--- src/rtl/arm_pkg.sv ---
`default_nettype none
// ============================================================================
//  Module   : arm_pkg
//  Purpose  : Shared definitions for the PC / fetch sequencer: FSM state
//             encoding and the Thumb-style PC arithmetic constants.
//  Revision : 1.0 - initial release
// ============================================================================
package arm_pkg;

  // Sequencer state encoding
  typedef enum logic [1:0] {
    ST_BOOT  = 2'd0,
    ST_RUN   = 2'd1,
    ST_FLUSH = 2'd2
  } state_e;

  // PC advance per 16-bit fetch
  localparam int unsigned C_PC_INC   = 2;
  // PC reads as branch address + 4 when the branch executes
  localparam int unsigned C_PIPE_OFS = 4;

endpackage : arm_pkg
`default_nettype wire

--- src/rtl/branch_target_calc.sv ---
`default_nettype none
// ============================================================================
//  Module   : branch_target_calc
//  Purpose  : Combinational branch target: br_pc + 4 + (sext(offset) << 1),
//             wrapping modulo 2^ADDR_W, with bit 0 forced to zero.
//  Revision : 1.0 - initial release
// ============================================================================
module branch_target_calc
  import arm_pkg::*;
#(
  parameter int unsigned ADDR_W = 32,
  parameter int unsigned OFF_W  = 11
) (
  input  logic [ADDR_W-1:0] br_pc_i,
  input  logic [OFF_W-1:0]  br_offset_i,
  output logic [ADDR_W-1:0] target_o
);

  logic [ADDR_W-1:0] w_off_ext;
  logic [ADDR_W-1:0] w_sum;

  // Sign-extend the halfword offset, scale to bytes, add to the pipelined PC
  always_comb begin
    w_off_ext = {{(ADDR_W-OFF_W){br_offset_i[OFF_W-1]}}, br_offset_i};
    w_sum     = br_pc_i + ADDR_W'(C_PIPE_OFS) + (w_off_ext << 1);
    // Halfword-aligned fetch: an odd br_pc must never produce an odd target
    target_o  = w_sum & ({ADDR_W{1'b1}} << 1);
  end

endmodule : branch_target_calc
`default_nettype wire

--- src/rtl/pc_sequencer.sv ---
`default_nettype none
// ============================================================================
//  Module   : pc_sequencer
//  Purpose  : Program counter and instruction fetch sequencer. Resolves
//             branches from the condition check, redirects the PC, holds a
//             fixed-length flush after a taken branch and issues fetches.
//  Revision : 1.0 - initial release
// ============================================================================
module pc_sequencer
  import arm_pkg::*;
#(
  parameter int unsigned   ADDR_W       = 32,
  parameter int unsigned   OFF_W        = 11,
  parameter logic [ADDR_W-1:0] RESET_VEC = '0,
  parameter int unsigned   FLUSH_CYCLES = 2
) (
  input  logic              clk_i,
  input  logic              rst_ni,
  input  logic              stall_i,
  input  logic              br_valid_i,
  input  logic              br_uncond_i,
  input  logic              br_ok_i,
  input  logic [ADDR_W-1:0] br_pc_i,
  input  logic [OFF_W-1:0]  br_offset_i,
  input  logic              imem_gnt_i,
  output logic              imem_req_o,
  output logic [ADDR_W-1:0] imem_addr_o,
  output logic              fetch_valid_o,
  output logic [ADDR_W-1:0] fetch_pc_o,
  output logic              flush_o,
  output logic              taken_o
);

  localparam logic [3:0] C_FLUSH_LOAD = 4'(FLUSH_CYCLES - 1);

  state_e            state_q, state_d;
  logic [ADDR_W-1:0] pc_q, pc_d;
  logic [ADDR_W-1:0] fetch_pc_q, fetch_pc_d;
  logic              fetch_valid_q, fetch_valid_d;
  logic              taken_q, taken_d;
  logic [3:0]        cnt_q, cnt_d;

  logic [ADDR_W-1:0] w_target;
  logic              w_take;
  logic              w_req;

  branch_target_calc #(
    .ADDR_W (ADDR_W),
    .OFF_W  (OFF_W)
  ) u_btc (
    .br_pc_i     (br_pc_i),
    .br_offset_i (br_offset_i),
    .target_o    (w_target)
  );

  // Next-state, PC update and request generation
  always_comb begin
    state_d       = state_q;
    pc_d          = pc_q;
    fetch_pc_d    = fetch_pc_q;
    fetch_valid_d = 1'b0;
    taken_d       = 1'b0;
    cnt_d         = cnt_q;
    w_req         = 1'b0;
    // br_valid gates first so br_ok is a don't-care when no branch is present
    w_take        = br_valid_i && (br_uncond_i || br_ok_i);

    unique case (state_q)
      ST_BOOT: begin
        state_d = ST_RUN;
      end
      ST_RUN: begin
        w_req = !stall_i;
        // A taken branch wins over both stall and a same-cycle grant
        if (w_take) begin
          pc_d    = w_target;
          taken_d = 1'b1;
          cnt_d   = C_FLUSH_LOAD;
          state_d = ST_FLUSH;
        end else if (w_req && imem_gnt_i) begin
          pc_d          = pc_q + ADDR_W'(C_PC_INC);
          fetch_pc_d    = pc_q;
          fetch_valid_d = 1'b1;
        end
      end
      ST_FLUSH: begin
        if (cnt_q == 4'd0) begin
          state_d = ST_RUN;
        end else begin
          cnt_d = cnt_q - 4'd1;
        end
      end
      default: begin
        state_d = ST_BOOT;
      end
    endcase
  end

  // State and datapath registers, asynchronously reset
  always_ff @(posedge clk_i or negedge rst_ni) begin
    if (!rst_ni) begin
      state_q       <= ST_BOOT;
      pc_q          <= RESET_VEC;
      fetch_pc_q    <= '0;
      fetch_valid_q <= 1'b0;
      taken_q       <= 1'b0;
      cnt_q         <= 4'd0;
    end else begin
      state_q       <= state_d;
      pc_q          <= pc_d;
      fetch_pc_q    <= fetch_pc_d;
      fetch_valid_q <= fetch_valid_d;
      taken_q       <= taken_d;
      cnt_q         <= cnt_d;
    end
  end

  assign imem_req_o    = w_req;
  assign imem_addr_o   = pc_q;
  assign fetch_valid_o = fetch_valid_q;
  assign fetch_pc_o    = fetch_pc_q;
  assign flush_o       = (state_q == ST_FLUSH);
  assign taken_o       = taken_q;

endmodule : pc_sequencer
`default_nettype wire

--- config.mk ---
export PLATFORM = sky130hd
export DESIGN_NAME = pc_sequencer
export DESIGN_NICKNAME = d
export VERILOG_FILES = /design/src/rtl/arm_pkg.sv /design/src/rtl/branch_target_calc.sv /design/src/rtl/pc_sequencer.sv
export SDC_FILE = /design/constraint.sdc
export NUM_CORES = 1
export LEC_CHECK = 0
export BUFFER_PORTS_ARGS = -buffer_cell sky130_fd_sc_hd__buf_2
export CAP_MARGIN = 10
export CORE_MARGIN = 10
export CORE_UTILIZATION = 50
export CTS_BUF_LIST = sky130_fd_sc_hd__clkbuf_4 sky130_fd_sc_hd__clkbuf_8
export CTS_CLUSTER_SIZE = 24
export DETAILED_ROUTE_END_ITERATION = 16
export PLACE_DENSITY = 0.74
export SLEW_MARGIN = 20
export SYNTH_ARGS = -nofsm -noshare
export SYNTH_HDL_FRONTEND = slang
export SYNTH_HIERARCHICAL = 1
export SYNTH_SLANG_ARGS = --single-unit
--- constraint.sdc ---
create_clock -name clk_i -period 3.1 [get_ports clk_i]
set_clock_uncertainty 0.1 [all_clocks]
set_input_delay 0.775 -clock clk_i [delete_from_list [all_inputs] [get_ports clk_i]]
set_output_delay 0.775 -clock clk_i [all_outputs]
set_load 0.01 [all_outputs]
-- Yosys cells after proc, flatten, opt, wreduce, memory -nomap -nowiden
Index checks and enable logic that the tools add are counted.
- add/subtract/negate cells: 4
- eq/ne operators: 5
- multiplexer cells: 14
- bitwise gates (word level): 1
- reduce and logical (&&, ||, !) cells: 12
- operators by type and width (cell ; number):
    32-bit 2-to-1 mux ; 2
    32-bit by 2-bit adder with 32-bit output (second input constant) ; 1
    32-bit by 3-bit adder with 32-bit output (second input constant) ; 1
    32-bit adder ; 1
    4-bit 2-to-1 mux ; 2
    4-bit case mux with 2 select lines ; 1
    1-bit 2-to-1 mux ; 6
    2-bit case mux with 3 select lines ; 1
    3-bit AND reduction ; 2
    4-bit zero test ; 1
    2-bit 2-to-1 mux ; 2
    2-bit inequality test (second input constant) ; 2
    2-bit AND reduction ; 2
    2-bit nonzero test ; 2
    4-bit by 1-bit subtractor with 4-bit output (second input constant) ; 1
    2-bit by 1-bit == test with 1-bit output (second input constant) ; 1
    2-bit == test (second input constant) ; 1
    1-bit logical AND ; 2
    2-bit zero test ; 1
    2-bit by 1-bit inequality test with 1-bit output (second input constant) ; 1
    1-bit zero test ; 1
    1-bit logical OR ; 1
    1-bit NOT ; 1
- register bits: 72
- input port bits: 50
- output and inout port bits: 68
- word-level logic and storage cells: 42

-- Longest topological paths before layout
Gate-level depths: netlist of the first run.
- depth after elaboration: 5
- depth in mapped cells: 16
- gate-level depth less buffers: 16

-- By module
The synthesis of the first run kept the hierarchy.
- by module, submodules not included (module ; instances ; cells each ; area an instance (µm²) ; sequential area each (µm²)):
    pc_sequencer ; 1 ; 434 ; 3656.0 ; 1801.7
    branch_target_calc ; 1 ; 267 ; 2009.4 ; 0.0

-- Worst setup path before layout of the first run
Ideal clock, no wire load.
- kind: input port to flip-flop
- from: input br_pc_i[2]
- to: register pc_q[26] (netlist: imem_addr_o[26])
- library setup time: 0.123 ns
- arrival: 3.233 ns
- data required time: 2.877 ns
- path slack: -0.356 ns
- stages: 15
- path buffers: 0
- cells stage by stage: inv_1 ha_1 inv_1 ha_1 inv_1 fa_1 nand2b_1 a21oi_1 o2111ai_2 o21ba_2 o21ai_2 nand2_1 a211o_1 o22ai_1 a21oi_1
- word-level cells in the longest chain between the ends: 3
- ends and longest elaborated chain (what ; line ; RTL):
    start: declaration ; pc_sequencer.sv:23 ; input logic [ADDR_W-1:0] br_pc_i,
    32-bit by 3-bit adder with 32-bit output ; branch_target_calc.sv:25 ; w_sum = br_pc_i + ADDR_W'(C_PIPE_OFS) + (w_off_ext << 1);
    32-bit adder ; branch_target_calc.sv:25 ;
    via w_target[26] ; pc_sequencer.sv:43 ; logic [ADDR_W-1:0] w_target;
    32-bit 2-to-1 mux ; pc_sequencer.sv:75 ; if (w_take) begin
    end signal: assignment ; pc_sequencer.sv:110 ; pc_q <= pc_d;
    end: declaration ; pc_sequencer.sv:37 ; logic [ADDR_W-1:0] pc_q, pc_d;
The timed path passes the listed nets, and every way through them passes these cells.
A chain may end at the register's enable or synchronous reset.

-- Worst setup path after layout of the first run
- from: input br_offset_i[1]
- to: register pc_q[26] (netlist: imem_addr_o[26])
- word-level cells in the longest chain between the ends: 2
- ends and longest elaborated chain (what ; line ; RTL):
    start: declaration ; pc_sequencer.sv:24 ; input logic [OFF_W-1:0] br_offset_i,
    32-bit adder ; branch_target_calc.sv:25 ;
    via w_target[26] ; pc_sequencer.sv:43 ;
    32-bit 2-to-1 mux ; pc_sequencer.sv:75 ;
The timed path passes the listed nets, and every way through them passes these cells.

==> impl_metrics.json, run 1 <==
{
  "crit_type": "in -> reg",
  "synth.area.mux_share": 0.00375,
  "fin_crit_ps": 3120,
  "hpwl_mm": 12.9,
  "tritoncts": "yes",
  "viasPerCell": 5.79,
  "wirelength_mm": 17.5,
  "portBuffers": 116,
  "syn2layout_area_growth_pct": 39.5,
  "rsz0062_at_grt": "yes",
  "synth-compound-area-share": 0.205,
  "rr_startpoint": "state_q[1]",
  "synthArstFlopShare": 1.00,
  "drive_gt1_frac": 0.345,
  "cts_buffer_depth": 2,
  "die_area_sq_mm": 0.0160,
  "grt_pass1_wl_mm": 28.2,
  "required_ps": 3240,
  "start_util": 0.516,
  "cts_max_level": 3,
  "layout_setup_ws_ps": -15.1,
  "die_x_microns": 126,
  "synth_fa_ha_area_frac": 0.140,
  "maxSlewViolCount": 0,
  "synth_top_family_by_area": "simple AND/OR/NAND/NOR gates",
  "wire_per_inst_microns": 16.7,
  "ctsRootBufferMaster": "clkbuf_8",
  "syn_area_sq_mm": 0.00567,
  "regToRegEndpoint": "imem_addr_o[22]",
  "hp-class": "in -> async",
  "p_leak_uw": 0.00375,
  "ys.flop_type": "dfrtp_1",
  "grt_antenna_before_repair": 0,
  "power_uw": 5590,
  "n_fill_cell": 823,
  "timing.fmax_mhz": 321,
  "power.density_mw_per_mm2": 707,
  "start_kind": "primary input",
  "cp-startpoint": "br_offset_i[1]",
  "worstSkewPairLatency_ps": 350,
  "timing.max_cap.violations": 0,
  "synth.avg_cell_area_sq_um": 8.08,
  "worst_pin_slew_ps": 663,
  "cts_sinks": 72,
  "numCtsBuffers": 9,
  "cts_hold_buffers": 0,
  "relSlewSlack": 0.558,
  "finalCritPeriodShare": 1.00,
  "yosys.area_share.simple": 0.256,
  "drc": 0,
  "dr.pass1.iters": 5,
  "synth_nets": 814,
  "cp_max_fo": 5,
  "io_pins": 118,
  "grt_start_max_net_pins": 56,
  "synth_edf_count": 0,
  "dieHeight_microns": 126,
  "drt_first_iter_violations": 448,
  "irDropWorstVdd_v": 0.000553,
  "vias": 6064,
  "synth_xor_area_frac": 0.0417,
  "critPathCaptureType": "flop",
  "coreArea_sq_mm": 0.0110,
  "crit_arrival_ps": 3260,
  "gp_congestion": 0.905,
  "hold_viol": 0,
  "synth_warnings": 6,
  "violations": "negative setup slack",
  "ant_nets": 0,
  "status": "finished, violations left",
  "rrSetupSlack_ps": 820,
  "diodes": 0,
  "synthCells": 701,
  "grt_pass1_vias": 5834,
  "yosysSeqAreaShare": 0.318,
  "setup-violations-final": 1,
  "rows": 38,
  "synth-seq-cells": 72,
  "grt_overflow_total": 0,
  "yosys.cell_types.count": 68,
  "path_clk_slew_ps": 70,
  "reg2reg_depth": 5,
  "nets": 1016,
  "fin_setup_tns_ps": -15.1,
  "globalRouteTotalUtil": 0.206,
  "critical_path.endpoint": "imem_addr_o[26]"
}
-- repair_timing --
item | in CTS | in global routing
gates resized for setup | 12 | 39
setup buffers | 5 | 5
pin swaps | 11 | 18
endpoints found under the setup margin | 10 | 11
-- cell usage after synthesis, drive strengths merged (16+ instances only) --
cell    instances  share of area
nand2         155           0.10
dfrtp          72           0.32
a21oi          68          0.060
ha             62           0.14
nor2           48          0.033
o21ai          34          0.031
nand3          31          0.029
clkbuf         26          0.017
xnor2          19          0.029
inv            17          0.011
nand4          16          0.019
-- cells by family after synthesis --
kind of cell | after synthesis
xor+xnor | 27
buf+inv | 49
flops | 72
other cells | 1
compound gates | 178
fa+ha+maj | 63
mux | 2
simple gates | 309
-- cell usage in the layout (no fill, tap or decap), types with 12 or more instances in the layout --
cell type	count
buf_2	113
o21ai_0	21
xnor2_1	17
ha_1	35
and3_1	12
buf_4	105
ha_4	26
nand3_1	29
nand2_1	154
nor2_1	45
inv_1	12
a21oi_1	57
nand4_1	15
dfrtp_1	72
-- layout make-up --
| cell class | count | area, sq um | area share |
|---|---|---|---|
| Clock buffer | 9 | 124 | 0.0157 |
| Clock inverter | 6 | 109 | 0.0138 |
| Inverter | 17 | 78.8 | 0.00998 |
| Multi-Input combinational cell | 580 | 4170 | 0.528 |
| Sequential cell | 72 | 1800 | 0.228 |
| Tap cell | 140 | 175 | 0.0222 |
| Timing Repair Buffer | 223 | 1440 | 0.182 |
-- flip-flops by register name, indices dropped and copies added, names as in the netlist --
register,flops
state_q,2
fetch_valid_o,1
taken_o,1
fetch_pc_o,32
imem_addr_o,32
cnt_q,4
-- per-layer routing --
metal	up-vias	global-route usage	routed length, microns
met1	2865	0.275	7690
met3	33	0.0516	1270
met5	-	0	0
li1	2912	-	-
met4	0	0.0522	301
met2	254	0.327	8250
-- power by group --
part           switching (uW)  total [uW]  internal [uW]
registers                 512        1880           1360
logic                    1590        2830           1240
clock network             351         879            528
total                    2460        5590           3130
-- critical path, stage by stage --
cell	delay (ps)
buf_8	90
inv_12	30
ha_4	230
inv_4	60
ha_4	130
inv_2	40
fa_2	350
nand2b_4	160
a21oi_4	150
o2111ai_4	170
o21ba_4	250
o21ai_4	200
nand2_1	80
a211o_1	310
o22ai_2	180
a21oi_1	60
-- metrics by stage --
| step | area [sq um] | std cells | hold WS (ps) | setup slack [ps] | util |
|---|---|---|---|---|---|
| floorplan | 5850 | 701 | 363 | -179 | - |
| global placement | 7230 | 1022 | 352 | -458 | 0.658 |
| detailed placement | 7230 | 1022 | 358 | -549 | 0.658 |
| CTS | 7580 | 1042 | 351 | 0.580 | 0.690 |
| global route | 7900 | 1047 | 369 | -99.1 | 0.719 |
| finish | 7900 | 1047 | 349 | -15.1 | 0.719 |
-- worst min path at each step --
stage	to	from	slack (ps)	cells after the start
5_1_grt	fetch_pc_o[7]	rst_ni	370	1
2_1_floorplan	cnt_q[0]	cnt_q[0]	360	1
4_1_cts	fetch_pc_o[7]	rst_ni	350	1
3_3_place_gp	fetch_pc_o[17]	fetch_pc_o[17]	350	2
3_5_place_dp	fetch_pc_o[27]	fetch_pc_o[27]	360	2
6_report	fetch_pc_o[7]	rst_ni	350	1
Note: power is estimated with default switching activity, not from simulation.
==> inputs of run 2 (changes only) <==
--- a/config.mk
+++ b/config.mk
@@ -5,6 +5,7 @@
 export SDC_FILE = /design/constraint.sdc
 export NUM_CORES = 1
 export LEC_CHECK = 0
+export ABC_AREA = 1
 export BUFFER_PORTS_ARGS = -buffer_cell sky130_fd_sc_hd__buf_2
 export CAP_MARGIN = 10
 export CORE_MARGIN = 10
@@ -12,7 +13,7 @@
 export CTS_BUF_LIST = sky130_fd_sc_hd__clkbuf_4 sky130_fd_sc_hd__clkbuf_8
 export CTS_CLUSTER_SIZE = 24
 export DETAILED_ROUTE_END_ITERATION = 16
-export PLACE_DENSITY = 0.74
+export PLACE_DENSITY = 0.72
 export SLEW_MARGIN = 20
 export SYNTH_ARGS = -nofsm -noshare
 export SYNTH_HDL_FRONTEND = slang
==> run 2 against run 1 <==
First-iteration DRC count is 5.8% higher. Global-route usage fell by 0.95 points. Cell count up 30%. Critical path depth decreased by 1. Largest power group unchanged. Largest cell class unchanged. Die area rose by 16%. The flow now finishes without violations. Register-to-register slack improved by 460 ps.
==> impl_metrics.json, run 2 <==
{
  "setup-violations-final": 0,
  "cp_common_cell": "nand2_1",
  "wire_per_inst_microns": 13.1,
  "coreArea_sq_mm": 0.0132,
  "crit_arrival_ps": 2960,
  "fin_setup_tns_ps": 0,
  "yosys.cell_types.count": 38,
  "vias": 6732,
  "rr_startpoint": "imem_addr_o[2]",
  "worstSkewPairLatency_ps": 360,
  "path_clk_slew_ps": 80,
  "p_seq_frac": 0.319,
  "hp-class": "in -> async",
  "cts_buffer_depth": 2,
  "hpwl_mm": 14.6,
  "power.density_mw_per_mm2": 693,
  "status": "complete, no violations",
  "start_util": 0.509,
  "synth_fa_ha_area_frac": 0.118,
  "rows": 42,
  "diodes": 0,
  "wirelength_mm": 17.8,
  "required_ps": 3250,
  "ctsRootBufferMaster": "clkbuf_8",
  "die_area_sq_mm": 0.0185,
  "final_cell_mix": "356 x nand2_1, 141 x inv_1, 119 x nor2_1",
  "path_cells": "buf_2 -> ha_1 -> ha_1 -> nand2_2 -> inv_1 -> a21oi_1 -> nand2_1 -> a21oi_1 -> nand2_1 -> nand2_1 -> nand2_1 -> nor2_1 -> nor2_1 -> nand2_1 -> nand2_1",
  "switching_power_uw": 2510,
  "combPwrFrac": 0.507,
  "ys.flop_type": "dfrtp_1",
  "globalRouteTotalUtil": 0.197,
  "fin_crit_ps": 2810,
  "relSlewSlack": 0.533,
  "critPathCaptureType": "flop",
  "crit_type": "in -> reg",
  "seq_area_sq_mm": 0.00180,
  "synth_warnings": 6,
  "n_fill_cell": 1343,
  "rrSetupSlack_ps": 1280,
  "post-place-ws_ps": -81.3,
  "regToRegEndpoint": "imem_addr_o[29]",
  "nets": 1294,
  "yosysSeqAreaShare": 0.267,
  "hold_viol": 0,
  "layout_commonest_cell": "nand2_1",
  "synthArstFlopShare": 1.00,
  "maxSlewViolCount": 0,
  "rsz0062_at_grt": "no",
  "drive_gt1_frac": 0.203,
  "synth.avg_cell_area_sq_um": 6.47,
  "netlist_top_cells_area": "dfrtp_1 27%, nand2_1 20%, ha_1 11%",
  "synth-seq-cells": 72,
  "grt_pass1_wl_mm": 30.2,
  "ys_top_cells_by_count": "356 x nand2_1, 141 x inv_1, 119 x nor2_1",
  "synth_top_family_by_area": "simple AND/OR/NAND/NOR gates",
  "numCtsBuffers": 9,
  "synth_top_area_cell": "dfrtp_1",
  "portBuffers": 116,
  "ant_nets": 0,
  "timing.fmax_mhz": 356,
  "synth_xor_area_frac": 0.0247,
  "p_int_uw": 2980,
  "gp_congestion": 0.909,
  "dr.pass1.iters": 6,
  "worst-path-stages": 15,
  "synth_edf_count": 0,
  "critical_path.endpoint": "imem_addr_o[29]",
  "die_x_microns": 136,
  "crit_buf_inv": 2,
  "reg2reg_depth": 10,
  "cts_sinks": 72,
  "slowest_delay_ps": 380,
  "drt_first_iter_violations": 474,
  "syn_area_sq_mm": 0.00675,
  "p_sw_frac": 0.457,
  "syn2layout_area_growth_pct": 17.4,
  "utilization": 0.598,
  "synth_nets": 1156,
  "grt_start_max_net_pins": 52,
  "postCtsSetupRepairBufs": 0,
  "crit_family": "simple AND/OR/NAND/NOR gates",
  "grt_pass1_vias": 6554,
  "crit_path_top_delay_cell": "ha_1",
  "multi_input_area_sq_mm": 0.00424,
  "synth.area.mux_share": 0,
  "cp_max_fo": 18,
  "timing.max_cap.violations": 0,
  "start_kind": "primary input",
  "cts_max_level": 3,
  "grt_antenna_before_repair": 0,
  "yosys.area_share.simple": 0.396,
  "drc": 0,
  "synthCells": 1043,
  "io_pins": 118,
  "synth-compound-area-share": 0.0885,
  "viasPerCell": 4.94,
  "finalCritPeriodShare": 0.907,
  "synth_top_area_share": 0.267,
  "tritoncts": "yes",
  "grt_overflow_total": 0,
  "irDropWorstVdd_v": 0.000320,
  "p_leak_uw": 0.00456,
  "layout_setup_ws_ps": 289,
  "clockPowerShare": 0.174,
  "cts_hold_buffers": 0,
  "worst_pin_slew_ps": 699,
  "ctsResizeCount": 0,
  "cp-startpoint": "br_offset_i[10]",
  "synth_most_common_cell": "nand2_1",
  "dieHeight_microns": 136
}
[run 2: worst register-to-register path, cell delays in order (launching register included)]
cell     delay [ps]
dfrtp_1         440
ha_1            220
nand2_2         110
nor2_8          200
nand2_4         100
nor2_1          220
nand2_1          80
nand2_1          60
nand3_1          60
nand2_1          80
nand2_1          50
[run 2: area by class of cell]
class                   instances  area share
multi-input cells             798       0.535
flip-flops and latches         72       0.227
repair buffers                147       0.104
inverters                     153      0.0725
well taps                     176      0.0278
clock buffers                  12      0.0208
clock inverters                 4      0.0125
[run 2: kinds of logic (layout without fill, tap and decap cells)]
kind of cell	after synthesis	count (layout)
buffers and inverters	173	316
AND/OR/NAND/NOR	607	607
other	1	1
adder cells (fa/ha/maj)	63	63
flip-flops	72	72
AO/OA/AOI/OAI	108	108
XOR/XNOR	19	19
[run 2: metrics by stage]
stage | total power, uW | area [sq um] | hold WS, ps | cells
detailed placement | 4550 | 7660 | 367 | 1346
finish | 5490 | 7920 | 334 | 1362
CTS | 5530 | 7920 | 354 | 1362
global placement | 4490 | 7660 | 350 | 1346
global route | 5980 | 7920 | 379 | 1362
floorplan | 3530 | 6750 | 340 | 1043
[run 2: routing by layer]
metal | track usage | part of all wire
met2 | 0.328 | 0.46
met1 | 0.252 | 0.46
met3 | 0.0351 | 0.060
met4 | 0.0639 | 0.023
met5 | 0 | 0
[run 2: how the worst min path moves through the flow]
stage	from	endpoint
after floorplan	cnt_q[0]	cnt_q[0]
after global placement	cnt_q[0]	cnt_q[0]
after detailed placement	cnt_q[0]	cnt_q[0]
after CTS	rst_ni	cnt_q[2]
after global routing	rst_ni	fetch_pc_o[5]
final	rst_ni	fetch_pc_o[8]
[run 2: power groups by stage]
| stage | clock [uW] | combinational, uW | sequential (uW) |
|---|---|---|---|
| 2_1_floorplan | 0 | 1640 | 1890 |
| 3_3_place_gp | 0 | 2740 | 1750 |
| 3_5_place_dp | 0 | 2790 | 1760 |
| 4_1_cts | 971 | 2810 | 1750 |
| 5_1_grt | 1010 | 3160 | 1820 |
| 6_report | 958 | 2780 | 1750 |
==> inputs of run 3 (changes only) <==
--- a/config.mk
+++ b/config.mk
@@ -13,7 +13,7 @@
 export CTS_BUF_LIST = sky130_fd_sc_hd__clkbuf_4 sky130_fd_sc_hd__clkbuf_8
 export CTS_CLUSTER_SIZE = 24
 export DETAILED_ROUTE_END_ITERATION = 16
-export PLACE_DENSITY = 0.72
+export PLACE_DENSITY = 0.7
 export SLEW_MARGIN = 20
 export SYNTH_ARGS = -nofsm -noshare
 export SYNTH_HDL_FRONTEND = slang
==> constraint.sdc (replaced) <==
create_clock -name clk_i -period 3.1 [get_ports clk_i]
set_clock_uncertainty 0.1 [all_clocks]
set_input_delay 0.775 -clock clk_i [delete_from_list [all_inputs] [get_ports clk_i]]
set_output_delay 0.775 -clock clk_i [all_outputs]
set_load 0.02 [all_outputs]
==> run 3 against run 2 <==
Maximum frequency rose by 0.77%. Critical path depth is 1 higher. Routed wire length grew 1.3%. Sequential power about the same. Global-route usage is 0.052 points lower. Die area is the same. Core utilization down 0.29 points. Non-clock buffer count is the same. Sequential share of layout area rose by 0.11 points. Combinational power grew 10%. Cell count did not move. Flip-flop and latch count did not move.
==> impl_metrics.json, run 3 (synthesis gave the netlist of run 2 again) <==
{
  "status": "complete, no violations",
  "viasPerCell": 4.88,
  "crit_path_top_delay_cell": "ha_1",
  "switching_power_uw": 2810,
  "p_leak_uw": 0.00453,
  "worst_pin_slew_ps": 515,
  "setup-violations-final": 0,
  "diodes": 0,
  "cp_max_fo": 18,
  "start_kind": "primary input",
  "critPathCaptureType": "flop",
  "portBuffers": 116,
  "timing.max_cap.violations": 0,
  "p_sw_frac": 0.495,
  "path_cells": "buf_2 -> ha_1 -> ha_1 -> nand2_2 -> buf_4 -> nor2_2 -> nand2_1 -> nor2_1 -> nand2_1 -> nand3_1 -> nand2_1 -> nand2_1 -> nor2_1 -> nor2_1 -> nand2_1 -> nand2_1",
  "dr.pass1.iters": 5,
  "wire_per_inst_microns": 13.2,
  "start_util": 0.509,
  "crit_buf_inv": 2,
  "grt_pass1_vias": 6339,
  "crit_type": "in -> reg",
  "grt_overflow_total": 0,
  "reg2reg_depth": 11,
  "whs_ps": 280,
  "numCtsBuffers": 9,
  "maxSlewViolCount": 0,
  "irDropWorstVdd_v": 0.000280,
  "grt_pass1_wl_mm": 29.9,
  "dieHeight_microns": 136,
  "layout_commonest_cell": "nand2_1",
  "cp_common_cell": "nand2_1",
  "grt_antenna_before_repair": 0,
  "drt_first_iter_violations": 395,
  "hpwl_mm": 14.9,
  "cp-startpoint": "br_offset_i[10]",
  "rows": 42,
  "final_cell_mix": "356 x nand2_1, 141 x inv_1, 119 x nor2_1",
  "crit_arrival_ps": 2980,
  "syn2layout_area_growth_pct": 16.9,
  "seq_area_sq_mm": 0.00180,
  "ctsRootBufferMaster": "clkbuf_8",
  "cts_hold_buffers": 0,
  "clockPowerShare": 0.148,
  "vias": 6642,
  "postCtsSetupRepairBufs": 0,
  "multi_input_area_sq_mm": 0.00424,
  "nets": 1294,
  "path_clk_slew_ps": 80,
  "tritoncts": "yes",
  "timing.fmax_mhz": 358,
  "gp_congestion": 0.884,
  "wirelength_mm": 18.0,
  "rrSetupSlack_ps": 1210,
  "required_ps": 3300,
  "slowest_delay_ps": 400,
  "power_uw": 5680,
  "io_pins": 118,
  "relSlewSlack": 0.657,
  "combPwrFrac": 0.541,
  "globalRouteTotalUtil": 0.196,
  "critical_path.endpoint": "imem_addr_o[27]",
  "ant_nets": 0,
  "regToRegEndpoint": "imem_addr_o[14]",
  "fin_crit_ps": 2790,
  "cts_sinks": 72,
  "rsz0062_at_grt": "no",
  "die_area_sq_mm": 0.0185,
  "hp-class": "in -> async",
  "crit_family": "simple AND/OR/NAND/NOR gates",
  "p_int_uw": 2870,
  "p_seq_frac": 0.311,
  "hold_viol": 0,
  "cts_max_level": 3,
  "drive_gt1_frac": 0.203,
  "worstSkewPairLatency_ps": 360,
  "ctsResizeCount": 0,
  "cts_buffer_depth": 2,
  "n_fill_cell": 1368,
  "worst-path-stages": 16,
  "finalCritPeriodShare": 0.900,
  "grt_start_max_net_pins": 64,
  "power.density_mw_per_mm2": 721,
  "rr_startpoint": "state_q[1]",
  "die_x_microns": 136,
  "drc": 0,
  "coreArea_sq_mm": 0.0132
}
## run 3: changes by cell type in the layout (fill, tap and decap cells not counted), sizes merged
cell,delta
clkinvlp,+2
bufinv,-1
clkbuf,-1
## run 3: how the worst min path moves through the flow
stage	slack, ps	cells past startpoint	end	startpoint
floorplan	340	1	cnt_q[0]	cnt_q[0]
global placement	350	2	fetch_pc_o[2]	fetch_pc_o[2]
detailed placement	360	2	fetch_pc_o[2]	fetch_pc_o[2]
CTS	290	1	fetch_valid_o	rst_ni
global route	320	1	fetch_valid_o	rst_ni
finish	280	1	fetch_valid_o	rst_ni
## run 3: layer usage
metal  GRT usage  wire length, microns  vias up
li1            -                     -     3533
met2       0.324                  8330      153
met1       0.259                  8480     2928
met4      0.0669                   388        0
met3      0.0247                   803       28
met5           0                     0        -
## run 3: metrics by stage
stage,cells,utilization,setup slack [ps],TNS (ps),area [sq um]
floorplan,1043,-,255,0,6750
CTS,1362,0.595,324,0,7880
global route,1362,0.595,34.0,0,7880
finish,1362,0.595,310,0,7880
global placement,1346,0.578,-36.2,-60.1,7660
detailed placement,1346,0.578,-43.6,-161,7660
## run 3: worst reg2reg max path, delay by kind of cell (launching register included)
family	cells	cell delay, ps
compound gates	2	220
flops	1	360
buf+inv	5	550
simple gates	4	570
## run 3: cell type report
class | instances | area share
flip-flops and latches | 72 | 0.229
clock buffers | 11 | 0.0184
repair buffers | 147 | 0.105
multi-input cells | 798 | 0.537
inverters | 153 | 0.0728
clock inverters | 5 | 0.0102
well taps | 176 | 0.0279
## run 3: power groups by stage
stage	clock (uW)	sequential [uW]	combinational, uW
after global routing	891	1830	3470
after floorplan	0	2190	1640
after CTS	852	1760	3120
final	840	1770	3070
after detailed placement	0	1780	3100
after global placement	0	1760	3050
